### config.mk
export PLATFORM = sky130hd
export DESIGN_NAME = mem_bus_master
export DESIGN_NICKNAME = d
export VERILOG_FILES = /design/src/rtl/mem_bus_master.sv
export SDC_FILE = /design/constraint.sdc
export NUM_CORES = 1
export LEC_CHECK = 0
export CAP_MARGIN = 25
export CORE_MARGIN = 2
export CORE_UTILIZATION = 40
export CTS_BUF_LIST = sky130_fd_sc_hd__clkbuf_8
export CTS_CLUSTER_DIAMETER = 30
export DETAILED_ROUTE_END_ITERATION = 10
export GPL_TIMING_DRIVEN = 0
export PLACE_DENSITY = 0.74
export SYNTH_ARGS = -nofsm -noshare
export SYNTH_HDL_FRONTEND = slang
export SYNTH_SLANG_ARGS = --single-unit
### constraint.sdc
create_clock -name clk -period 3.4 [get_ports clk]
set_input_delay 0.51 -clock clk [delete_from_list [all_inputs] [get_ports clk]]
set_output_delay 0.51 -clock clk [all_outputs]
set_load 0.02 [all_outputs]
### src/rtl/mem_bus_master.sv
// Initiator for the byte-wide memory port: turns byte/word requests into one or two
// single-cycle memory accesses (little-endian) and returns data/error on a response handshake.
module mem_bus_master #(
    parameter logic [15:0] MEM_TOP = 16'd1024
) (
    input  logic        clk,
    input  logic        rst,
    input  logic        req_valid,
    output logic        req_ready,
    input  logic        req_write,
    input  logic        req_word,
    input  logic [15:0] req_addr,
    input  logic [15:0] req_wdata,
    output logic        resp_valid,
    input  logic        resp_ready,
    output logic [15:0] resp_rdata,
    output logic        resp_err,
    output logic [15:0] mem_addr,
    output logic [7:0]  mem_wdata,
    input  logic [7:0]  mem_rdata,
    output logic        mem_ce,
    output logic        mem_w,
    output logic        mem_r,
    output logic        mem_oe,
    output logic        busy
);

    typedef enum logic [1:0] {
        IDLE   = 2'd0,
        ACC_LO = 2'd1,
        ACC_HI = 2'd2,
        RESP   = 2'd3
    } state_t;

    state_t      r_state;
    logic        r_write;
    logic        r_word;
    logic [15:0] r_addr;
    logic [15:0] r_wdata;
    logic [15:0] r_rdata;
    logic        r_err;
    logic        r_req_ready;
    logic        r_resp_valid;
    logic        r_busy;
    logic [15:0] r_mem_addr;
    logic [7:0]  r_mem_wdata;
    logic        r_ce;
    logic        r_w;
    logic        r_rd;

    // 17-bit last-byte address so a word at 0xFFFF cannot wrap back into range
    logic [16:0] w_last_byte;
    logic        w_in_range;

    assign w_last_byte = {1'b0, req_addr} + {16'd0, req_word};
    assign w_in_range  = (w_last_byte <= {1'b0, MEM_TOP});

    // Request sequencing FSM with all outputs registered
    always_ff @(posedge clk) begin
        if (!rst) begin
            r_state      <= IDLE;
            r_write      <= 1'b0;
            r_word       <= 1'b0;
            r_addr       <= 16'd0;
            r_wdata      <= 16'd0;
            r_rdata      <= 16'd0;
            r_err        <= 1'b0;
            r_req_ready  <= 1'b1;
            r_resp_valid <= 1'b0;
            r_busy       <= 1'b0;
            r_mem_addr   <= 16'd0;
            r_mem_wdata  <= 8'd0;
            r_ce         <= 1'b0;
            r_w          <= 1'b0;
            r_rd         <= 1'b0;
        end else begin
            case (r_state)
                IDLE: begin
                    if (req_valid) begin
                        r_write     <= req_write;
                        r_word      <= req_word;
                        r_addr      <= req_addr;
                        r_wdata     <= req_wdata;
                        r_rdata     <= 16'd0;
                        r_req_ready <= 1'b0;
                        r_busy      <= 1'b1;
                        if (w_in_range) begin
                            r_state     <= ACC_LO;
                            r_err       <= 1'b0;
                            r_mem_addr  <= req_addr;
                            r_mem_wdata <= req_wdata[7:0];
                            r_ce        <= 1'b1;
                            r_w         <= req_write;
                            r_rd        <= ~req_write;
                        end else begin
                            r_state      <= RESP;
                            r_err        <= 1'b1;
                            r_resp_valid <= 1'b1;
                        end
                    end
                end
                ACC_LO: begin
                    if (!r_write) begin
                        r_rdata[7:0] <= mem_rdata;
                    end
                    if (r_word) begin
                        r_state     <= ACC_HI;
                        r_mem_addr  <= r_addr + 16'd1;
                        r_mem_wdata <= r_wdata[15:8];
                    end else begin
                        r_state      <= RESP;
                        r_resp_valid <= 1'b1;
                        r_ce         <= 1'b0;
                        r_w          <= 1'b0;
                        r_rd         <= 1'b0;
                    end
                end
                ACC_HI: begin
                    if (!r_write) begin
                        r_rdata[15:8] <= mem_rdata;
                    end
                    r_state      <= RESP;
                    r_resp_valid <= 1'b1;
                    r_ce         <= 1'b0;
                    r_w          <= 1'b0;
                    r_rd         <= 1'b0;
                end
                RESP: begin
                    if (resp_ready) begin
                        r_state      <= IDLE;
                        r_resp_valid <= 1'b0;
                        r_req_ready  <= 1'b1;
                        r_busy       <= 1'b0;
                    end
                end
                default: begin
                    r_state      <= IDLE;
                    r_resp_valid <= 1'b0;
                    r_req_ready  <= 1'b1;
                    r_busy       <= 1'b0;
                    r_ce         <= 1'b0;
                    r_w          <= 1'b0;
                    r_rd         <= 1'b0;
                end
            endcase
        end
    end

    assign req_ready  = r_req_ready;
    assign resp_valid = r_resp_valid;
    assign resp_rdata = r_rdata;
    assign resp_err   = r_err;
    assign busy       = r_busy;
    assign mem_addr   = r_mem_addr;
    assign mem_wdata  = r_mem_wdata;

    // Strobes are masked by reset in the same cycle so a reset edge can never write memory
    assign mem_ce = r_ce & rst;
    assign mem_w  = r_w  & rst;
    assign mem_r  = r_rd & rst;
    assign mem_oe = r_rd & rst;

endmodule

==> summary.md <==
| Metric | Value |
|---|---|
| All-Layer GR Usage | 20.97% |
| Post-route setup TNS | 0 ns |
| Placed insts | 683 |
| Synth warn | 0 |
| Worst hold path type | flop to flop |
| WHS Path Cells | 2 |
| Clk slew on worst S/H paths | 0.08 ns |
| Initial core utilization | 40.93% |
| Maxcap violations | 0 |
| Post-DP HPWL | 7895 um |
| Core Region | 9153 um^2 |
| Crit path capture type | flop |
| Iteration-0 DRC Markers | 145 |
| Most instantiated cells after synthesis | nand2_1 (123), dfxtp_1 (75), a21oi_1 (50), nand3_1 (37), o21ai_0 (25) |
| I/O pin count | 94 |
| Final WL | 10510 um |
| Clock Latency Late Sink | 0.35 ns |
| Rows | 35 |
| Synth-to-Final Area Change | 33.33% |
| Drt drc | 0 |
| Detail Route Antenna Nets | 0 |
| First-pass GRT wire length | 16830 um |
| Post-synth EDFFs | 0 |
| Final Hold Fails | 0 |
| Clk sinks | 75 |
| CP Max Fanout | 10 |
| R2R Path End | mem_addr[4] |
| Vias | 3686 |
| Top cells by area, synth | dfxtp_1 (40%), nand2_1 (12%), a21oi_1 (6.7%), nand3_1 (4.9%), o21ai_0 (3.3%) |
| DR vias/cell | 5.273 |
| Post-synthesis sequential area ratio | 40.08% |
| Fillers | 900 |
| WL/cell | 15.03 um |
| FMAX | 316.2 MHz |
| Asr flop ratio synth | 0% |
| RSZ-0062 raised after global routing | false |
| Pwr Total | 3027 uW |
| Setup ws final | 0.2375 ns |
| Synthesized net count | 535 |
| TritonCTS clock tree | built |
| PwrDens | 606.0 nW/um^2 |
| Status | finished clean |
| Final Skew | 0.008264 ns |
| Period Utilization, post-route | 93.02% |
| Max clock buf depth | 2 |
| Register-to-register setup slack | 1.02 ns |
| #FFs+latches synth | 75 |
| Top_reg_cell synth | dfxtp_1 |
| Worst hold margin | 0.4479 ns |
| Share of the synthesized area in the top cell type | 40.08% |
| Ratio of cells with drive above 1 in the final layout | 6.973% |
| Die H | 100.8 um |
| Grt total ovfl | 0 |
| Slew headroom | 58.33% |
| Final setup violation count | 0 |
| FF-to-FF Start | r_state[1] |
| Die footprint | 10160 um^2 |
| Mapped Area | 3746 um^2 |
| Tightest Pin Transition | 0.6250 ns |
| Crit path DAT | 3.45 ns |
| # Post-CTS Setup Buffers | 0 |
| Worst path required time | 3.69 ns |
| Finished Layout Cells | 699 |
| Area leader, netlist | dfxtp_1 |
| Minimum clock period | 3.163 ns |
| Number of cells produced by synthesis | 481 |
| Port Buffers | 91 |
| Static leakage | 0.001763 uW |
| H-tree depth | 3 |
| Number of global-route vias before repair | 3517 |
| Worst R2R Path Depth | 8 |
| Setup crit start kind | input pin |
| Hold_sp | mem_addr[15] |
| Antenna diodes | 0 |
| Root buffer cell | clkbuf_8 |
| Hold EP | mem_addr[15] |
| First-pass iteration count of the detailed router | 4 |
| Unique masters post-synth | 46 |
| Largest net degree at the start of global routing | 14 |
| Post-place setup slack | -0.1908 ns |
| Layout Nets | 637 |
| Most common cell in the synthesized netlist | nand2_1 |
| Die width | 100.8 um |
| Initial antenna violation count | 0 |
| Fin. max-slew vios | 0 |
| Crit Path Category | input pin to flop |
| Syn Area/Cell | 7.788 um^2 |
| Worst-case vdd ir drop | 0.0003301 V |
| Final RePlAce weighted congestion | 0.8897 |
| Num CTS Buffers | 9 |
## critical path, cell delays in order
cell	delay [ns]
clkdlybuf4s50_1	0.52
ha_1	0.22
ha_1	0.22
nand3_1	0.18
nor4_1	0.39
xor2_1	0.11
or3_4	0.41
o31ai_4	0.31
buf_6	0.19
buf_8	0.14
o2111ai_1	0.13
o21ai_1	0.10
## report_power, final
part	switching (uW)	total, uW	internal [uW]	leakage (uW)
Combinational	741	1210	473	0.00106
Clock	357	693	336	0.0000950
Sequential	106	1120	1020	0.000610
## cells in the final DEF (no fill, tap or decap), drive strengths merged, types with 2 or more instances in the layout
| master | Yosys | routed |
|---|---|---|
| nand2b | 6 | 6 |
| mux2i | 4 | 4 |
| nand3 | 38 | 38 |
| nand4 | 7 | 7 |
| xor2 | 12 | 12 |
| nand2 | 123 | 123 |
| clkdlybuf4s50 | 0 | 91 |
| a211oi | 2 | 2 |
| o2111ai | 13 | 13 |
| and3 | 4 | 4 |
| a21oi | 50 | 50 |
| clkinv | 0 | 4 |
| mux2 | 9 | 9 |
| nor3 | 5 | 5 |
| dfxtp | 75 | 75 |
| and4 | 4 | 4 |
| buf | 10 | 10 |
| inv | 10 | 10 |
| nor2 | 9 | 9 |
| nand3b | 2 | 2 |
| ha | 8 | 8 |
| o21ai | 33 | 33 |
| xnor2 | 6 | 6 |
| a31oi | 2 | 2 |
| clkinvlp | 0 | 2 |
| and2 | 8 | 8 |
| clkbuf | 24 | 33 |
| nor4 | 4 | 4 |
## timing repair
action,CTS,global route
endpoints found under the hold margin,0,0
resized for setup,0,1
hold buffers,0,0
endpoints found under the setup margin,0,1
## metrics by stage
step	util (%)	cell area, um^2
after global placement	52.40	4796
after CTS	54.50	4989
final	54.57	4995
after detailed placement	52.40	4796
after floorplan	-	3746
after global routing	54.57	4995
## area by class of cell
cell class              count  area, um^2  area share [%]
inverters                  10       37.54          0.7515
flip-flops and latches     75        1501           30.06
clock buffers               9       123.9           2.480
multi-input cells         362        2044           40.93
plain buffers              34       168.9           3.382
clock inverters             7       68.82           1.378
repair buffers             91       910.9           18.24
well taps                 111       138.9           2.781
## cells by family after synthesis
logic type / after synthesis / synth area share (%)
and+or+nand+nor: 212 / 26.09
AOI/OAI and AO/OA: 111 / 17.67
DFF: 75 / 40.08
buffers and inverters: 44 / 5.511
xor gates and xnor gates: 18 / 4.208
muxes: 13 / 3.774
adders and majority gates: 8 / 2.672
## how the worst max path moves through the flow
stage	from	to	slack (ns)	cells after the start
finish	req_word	mem_addr[10]	0.24	12
global route	req_word	mem_wdata[7]	0.07	12
CTS	req_word	r_w	0.19	10
detailed placement	req_word	r_w	-0.19	10
global placement	req_word	r_w	-0.09	10
floorplan	req_word	r_w	0.75	9
## flip-flops by register name, indices dropped and copies added, names as in the netlist
register,cells
busy,1
mem_addr,16
mem_wdata,8
r_addr,16
r_ce,1
r_rd,1
r_state,2
r_w,1
r_wdata,8
r_word,1
r_write,1
req_ready,1
resp_err,1
resp_rdata,16
resp_valid,1
## metal layers
layer	up-vias	part of all wire (%)	routed length, um	GRT usage (%)
met4	0	0.71	75	7.271
met5	-	0	0	0
met1	1698	46	4872	26.73
met2	105	47	4894	34.36
met3	9	6.3	662	5.409
li1	1874	-	-	-
Note: power is estimated with default switching activity, not from simulation.
==> RTL edit 1 (same settings) <==
The 4 states of `state_t` get a one-hot encoding in 4 bits.
--- a/src/rtl/mem_bus_master.sv
+++ b/src/rtl/mem_bus_master.sv
@@ -26,9 +26,9 @@
 );
 
-    typedef enum logic [1:0] {
-        IDLE   = 2'd0,
-        ACC_LO = 2'd1,
-        ACC_HI = 2'd2,
-        RESP   = 2'd3
+    typedef enum logic [3:0] {
+        IDLE   = 4'b0001,
+        ACC_LO = 4'b0010,
+        ACC_HI = 4'b0100,
+        RESP   = 4'b1000
     } state_t;
 
Function: no difference found for any inputs over 4 cycles, from zero or initial values and one cycle with rst low; so few cycles prove little.
==> RTL edit 1 against the original RTL <==
  * Sequential cell count up 2
  * Synthesized area up 3.9%
  * Critical path type unchanged
  * Critical path depth down 3
  * Cell count up 2.1%
  * Design area up 3.7%
  * Clock skew down 0.0019 ns
  * Routed wire length up 0.43%
  * Count of clock-buffer cells in the layout unchanged
  * Setup slack better by 0.048 ns
  * Sequential share of layout area down 0.29 points
Power is not compared: it rests on default switching activity, and its combinational part moved more than twofold at a synthesized area within 25%.
==> RTL edit 1: results (changes against the original RTL) <==
- Compound-Gate Fraction of Synth Area: 15.5% (-2.1 points)
- IO buf count: 90 (-1.1%)
- CP Data Arrival Time: 3.35 ns (-0.10 ns)
- Placed Cells: 698 (+2.2%)
- Adder-Cell Fraction of Synth Area: 0.964% (-1.7 points)
- Worst slack at placement: -0.0527 ns (+0.138 ns)
- Post-synth top cells: 125 x nand2_1, 77 x dfxtp_1, 43 x a21boi_0
- Cell Count, Final, Fillers Out: 714 (+2.1%)
- Outcome: finished clean
- GRT Util Overall: 20.9% (-0.11 points)
- Final WL: 10600 um (+0.43%)
- HPWL after DPL: 7970 um (+0.95%)
- Vias/cell: 5.18 (-1.8%)
- Largest cells by area after synthesis: dfxtp_1 40%, nand2_1 12%, a21boi_0 8.3%, mux2i_1 6.9%, nand3_1 3.7%
- Synth cell types: 47 (+2.2%)
- Xor/xnor cell area share of the yosys netlist: 4.27% (+0.065 points)
- Worst R2R Path Depth: 7 (-1)
- Mapped Cells: 474 (-1.5%)
- Vias in the first global route: 3663 (+4.2%)
- Mux share of post-synthesis cell area: 9.54% (+5.8 points)
- Routability cong.: 0.862 (-3.2%)
- Placed Area: 4970 um^2 (+3.5%)
- Fill count: 920 (+2.2%)
- Sequential share of the synthesized area: 39.6% (-0.49 points)
- Worst Skew: 0.00639 ns (-0.00187 ns)
- Layout cell share with drive strength beyond 1: 6.02% (-0.95 points)
- First-pass GRT wire length: 17300 um (+2.6%)
- Final #Nets: 625 (-1.9%)
- Crit path largest cell delay: 0.55 ns (+0.03 ns)
==> RTL edit 1: changes by cell type in the layout (fill, tap and decap cells not counted), sizes merged, moves of 9 or more <==
cell / change
nand3: -9
mux2i: +23
a21oi: -39
a21boi: +43
o2111ai: -12
o211ai: +14
o21ai: -27
==> RTL edit 1: routing by layer <==
| metal | routed length [um] | GRT usage [%] | share of wire (%) |
|---|---|---|---|
| met4 | 150 | 8.00 | 1.4 |
| met1 | 4470 | 24.8 | 42 |
| met3 | 877 | 6.78 | 8.3 |
| met2 | 5060 | 35.0 | 48 |
| met5 | 0 | 0 | 0 |
==> RTL edit 1: kinds of logic after synthesis <==
logic type	count (synthesis)
DFF	77
muxes	36
and+or+nand+nor	216
adders and majority gates	3
AOI/OAI and AO/OA	85
xor gates and xnor gates	19
buffers and inverters	38
==> RTL edit 1: power groups by stage <==
stage          combinational, mW  sequential, mW  clock, mW
6_report                   0.369           0.996      0.757
5_1_grt                    0.409            1.00      0.811
4_1_cts                    0.369           0.995      0.768
3_5_place_dp               0.367            1.02          0
3_3_place_gp               0.360            1.01          0
2_1_floorplan              0.210            1.02          0
==> RTL edit 1: layout make-up <==
type	count	area [um^2]	area share, %
Clock buffer	9	124	2.39
Multi-Input combinational cell	359	2160	41.8
Clock inverter	7	88.8	1.72
Sequential cell	77	1540	29.8
Timing Repair Buffer	91	906	17.5
Tap cell	133	166	3.21
Buffer	32	165	3.19
Inverter	6	22.5	0.435
==> RTL edit 1: path summary, 6_finish.rpt <==
check / start / endpoint / slack [ns]
setup / recovery: req_addr[0] / mem_addr[7] / 0.29
hold / removal: busy / busy / 0.45
setup reg to reg: r_state[0] / r_addr[10] / 0.80
hold reg to reg: busy / busy / 0.45
==> RTL edit 2 (config.mk and constraints unchanged) <==
Made on the original files. Set the parameter `MEM_TOP` to 16'd512 (it was 16'd1024).
--- a/src/rtl/mem_bus_master.sv
+++ b/src/rtl/mem_bus_master.sv
@@ -2,5 +2,5 @@
 // single-cycle memory accesses (little-endian) and returns data/error on a response handshake.
 module mem_bus_master #(
-    parameter logic [15:0] MEM_TOP = 16'd1024
+    parameter logic [15:0] MEM_TOP = 16'd512
 ) (
     input  logic        clk,
Function: changed (a bounded check fails within 4 cycles, from zero or initial values and one cycle with rst low).
==> RTL edit 2 against the original RTL <==
  * Synthesized area increased by 6.2%
  * Routed wire length increased by 4.3%
  * Design area increased by 5.5%
  * Setup slack improved by 0.029 ns
  * Worst hold slack improved by 0.00064 ns
  * Power increased by 3.0%
  * Die area increased by 6.0%
  * Core utilization decreased by 0.41 points
  * Sequential share of layout area decreased by 1.6 points
  * Sequential cell count unchanged
  * Critical path type is now primary input to output pin
  * Critical endpoint is now mem_ce
  * Largest cell class unchanged
==> RTL edit 2: results (changes against the original RTL) <==
- CTS Buf Count: 9 (unchanged)
- M1 WL: 5030 um (+3.3%)
- IO buf count: 89 (-2.2%)
- Min Hold Slack: 0.449 ns (+0.000638 ns)
- Routability cong.: 0.833 (-6.4%)
- Final #Nets: 632 (-0.78%)
- Syn Nets: 532 (-0.56%)
- Placed Area: 5040 um^2 (+5.0%)
- Worst Skew: 0.0128 ns (+0.00453 ns)
- Pre-Repair DR Iteration Count: 7 (+3)
- Crit path largest cell delay: 0.60 ns (+0.08 ns)
- WL met2: 5240 um (+7.0%)
- Xor/xnor cell area share of the yosys netlist: 3.30% (-0.91 points)
- Outcome: finished clean
- Met3 routed WL: 548 um (-17%)
- Top delay family on crit path: buffers and inverters
- CP Data Arrival Time: 2.62 ns (-0.83 ns)
- HPWL after DPL: 8230 um (+4.2%)
- Detailed router's first-iteration violation count: 124 (-14%)
- Post-CTS Setup Bufs: 0 (unchanged)
- Mux share of post-synthesis cell area: 10.2% (+6.4 points)
- GRT Util Overall: 20.3% (-0.64 points)
- Start point of the worst hold path: req_addr[2]
- Post-synth top cells: 130 x nand2_1, 75 x dfxtp_1, 43 x a21boi_0
- Worst path slowest cell: clkdlybuf4s50_1
- Fill count: 915 (+1.7%)
- Worst R2R Path Depth: 7 (-1)
- Final WL: 11000 um (+4.3%)
- Synth cell types: 49 (+6.5%)
- Worst min-delay path class: primary input to register
- Vias in the first global route: 3566 (+1.4%)
- PD cells: 592 nW/um^2 (-2.3%)
- Sequential share of the synthesized area: 37.7% (-2.3 points)
- Vias/cell: 5.17 (-1.9%)
- Leak pwr: 2.02 nW (+15%)
- Slew @ Worst Pin: 0.662 ns (+0.0369 ns)
- Placed Cells: 700 (+2.5%)
- Compound-Gate Fraction of Synth Area: 17.2% (-0.50 points)
- Largest net degree at the start of global routing: 15 (+1)
- First-pass GRT wire length: 17800 um (+6.0%)
- Syn avg cell area: 8.32 um^2 (+6.9%)
- Layout cell share with drive strength beyond 1: 7.38% (+0.40 points)
- Wire length per cell: 15.3 um (+1.9%)
- Maximum vdd drop: 0.302 mV (-8.6%)
- Worst Hold Depth: 3 (+1)
- R2R Path End: resp_rdata[6]
- Hold path endpoint: r_addr[2]
- Adder-Cell Fraction of Synth Area: 2.52% (-0.16 points)
[RTL edit 2: through the flow]
stage	setup TNS [ns]	setup slack, ns
2_1_floorplan	0	0.919
3_3_place_gp	0	0.0180
3_5_place_dp	-1.53	-0.0928
4_1_cts	0	0.272
5_1_grt	0	0.0380
6_report	0	0.267
[RTL edit 2: worst register-to-register path, cell delays in order (launching register included)]
cell	delay, ns
dfxtp_1	0.34
inv_1	0.12
ha_1	0.15
clkbuf_1	0.40
buf_1	0.45
buf_1	0.50
nand3_1	0.15
a21boi_0	0.19
[RTL edit 2: worst max-delay path by stage]
| stage | from | to | cells after the start |
|---|---|---|---|
| final | rst | mem_ce | 6 |
| after global routing | req_addr[0] | mem_addr[1] | 10 |
| after CTS | req_addr[0] | mem_addr[10] | 10 |
| after detailed placement | req_addr[0] | mem_addr[10] | 10 |
| after global placement | req_addr[0] | mem_addr[10] | 10 |
| after floorplan | req_word | mem_addr[0] | 9 |
[RTL edit 2: power breakdown]
part           total, mW  internal, mW  switching, mW
sequential          1.11          1.01          0.100
clock              0.806         0.442          0.364
combinational       1.20         0.483          0.719
total               3.12          1.94           1.18
[RTL edit 2: metal layers]
metal / track usage [%] / vias up
li1: - / 1851
met1: 26.6 / 1751
met2: 34.8 / 89
met3: 2.89 / 12
met4: 6.27 / 0
met5: 0 / -
[RTL edit 2: cells by family after synthesis]
family	count (synthesis)
fa+ha+maj	8
flops	75
buf+inv	44
compound gates	89
xor+xnor	15
simple gates	208
mux	39
[RTL edit 2: layout make-up]
type / instances / share of cell area (%)
multi-input cells: 359 / 43.3
flip-flops and latches: 75 / 28.5
repair buffers: 89 / 16.9
well taps: 133 / 3.16
plain buffers: 32 / 2.85
clock buffers: 10 / 2.61
clock inverters: 6 / 1.83
inverters: 12 / 0.855
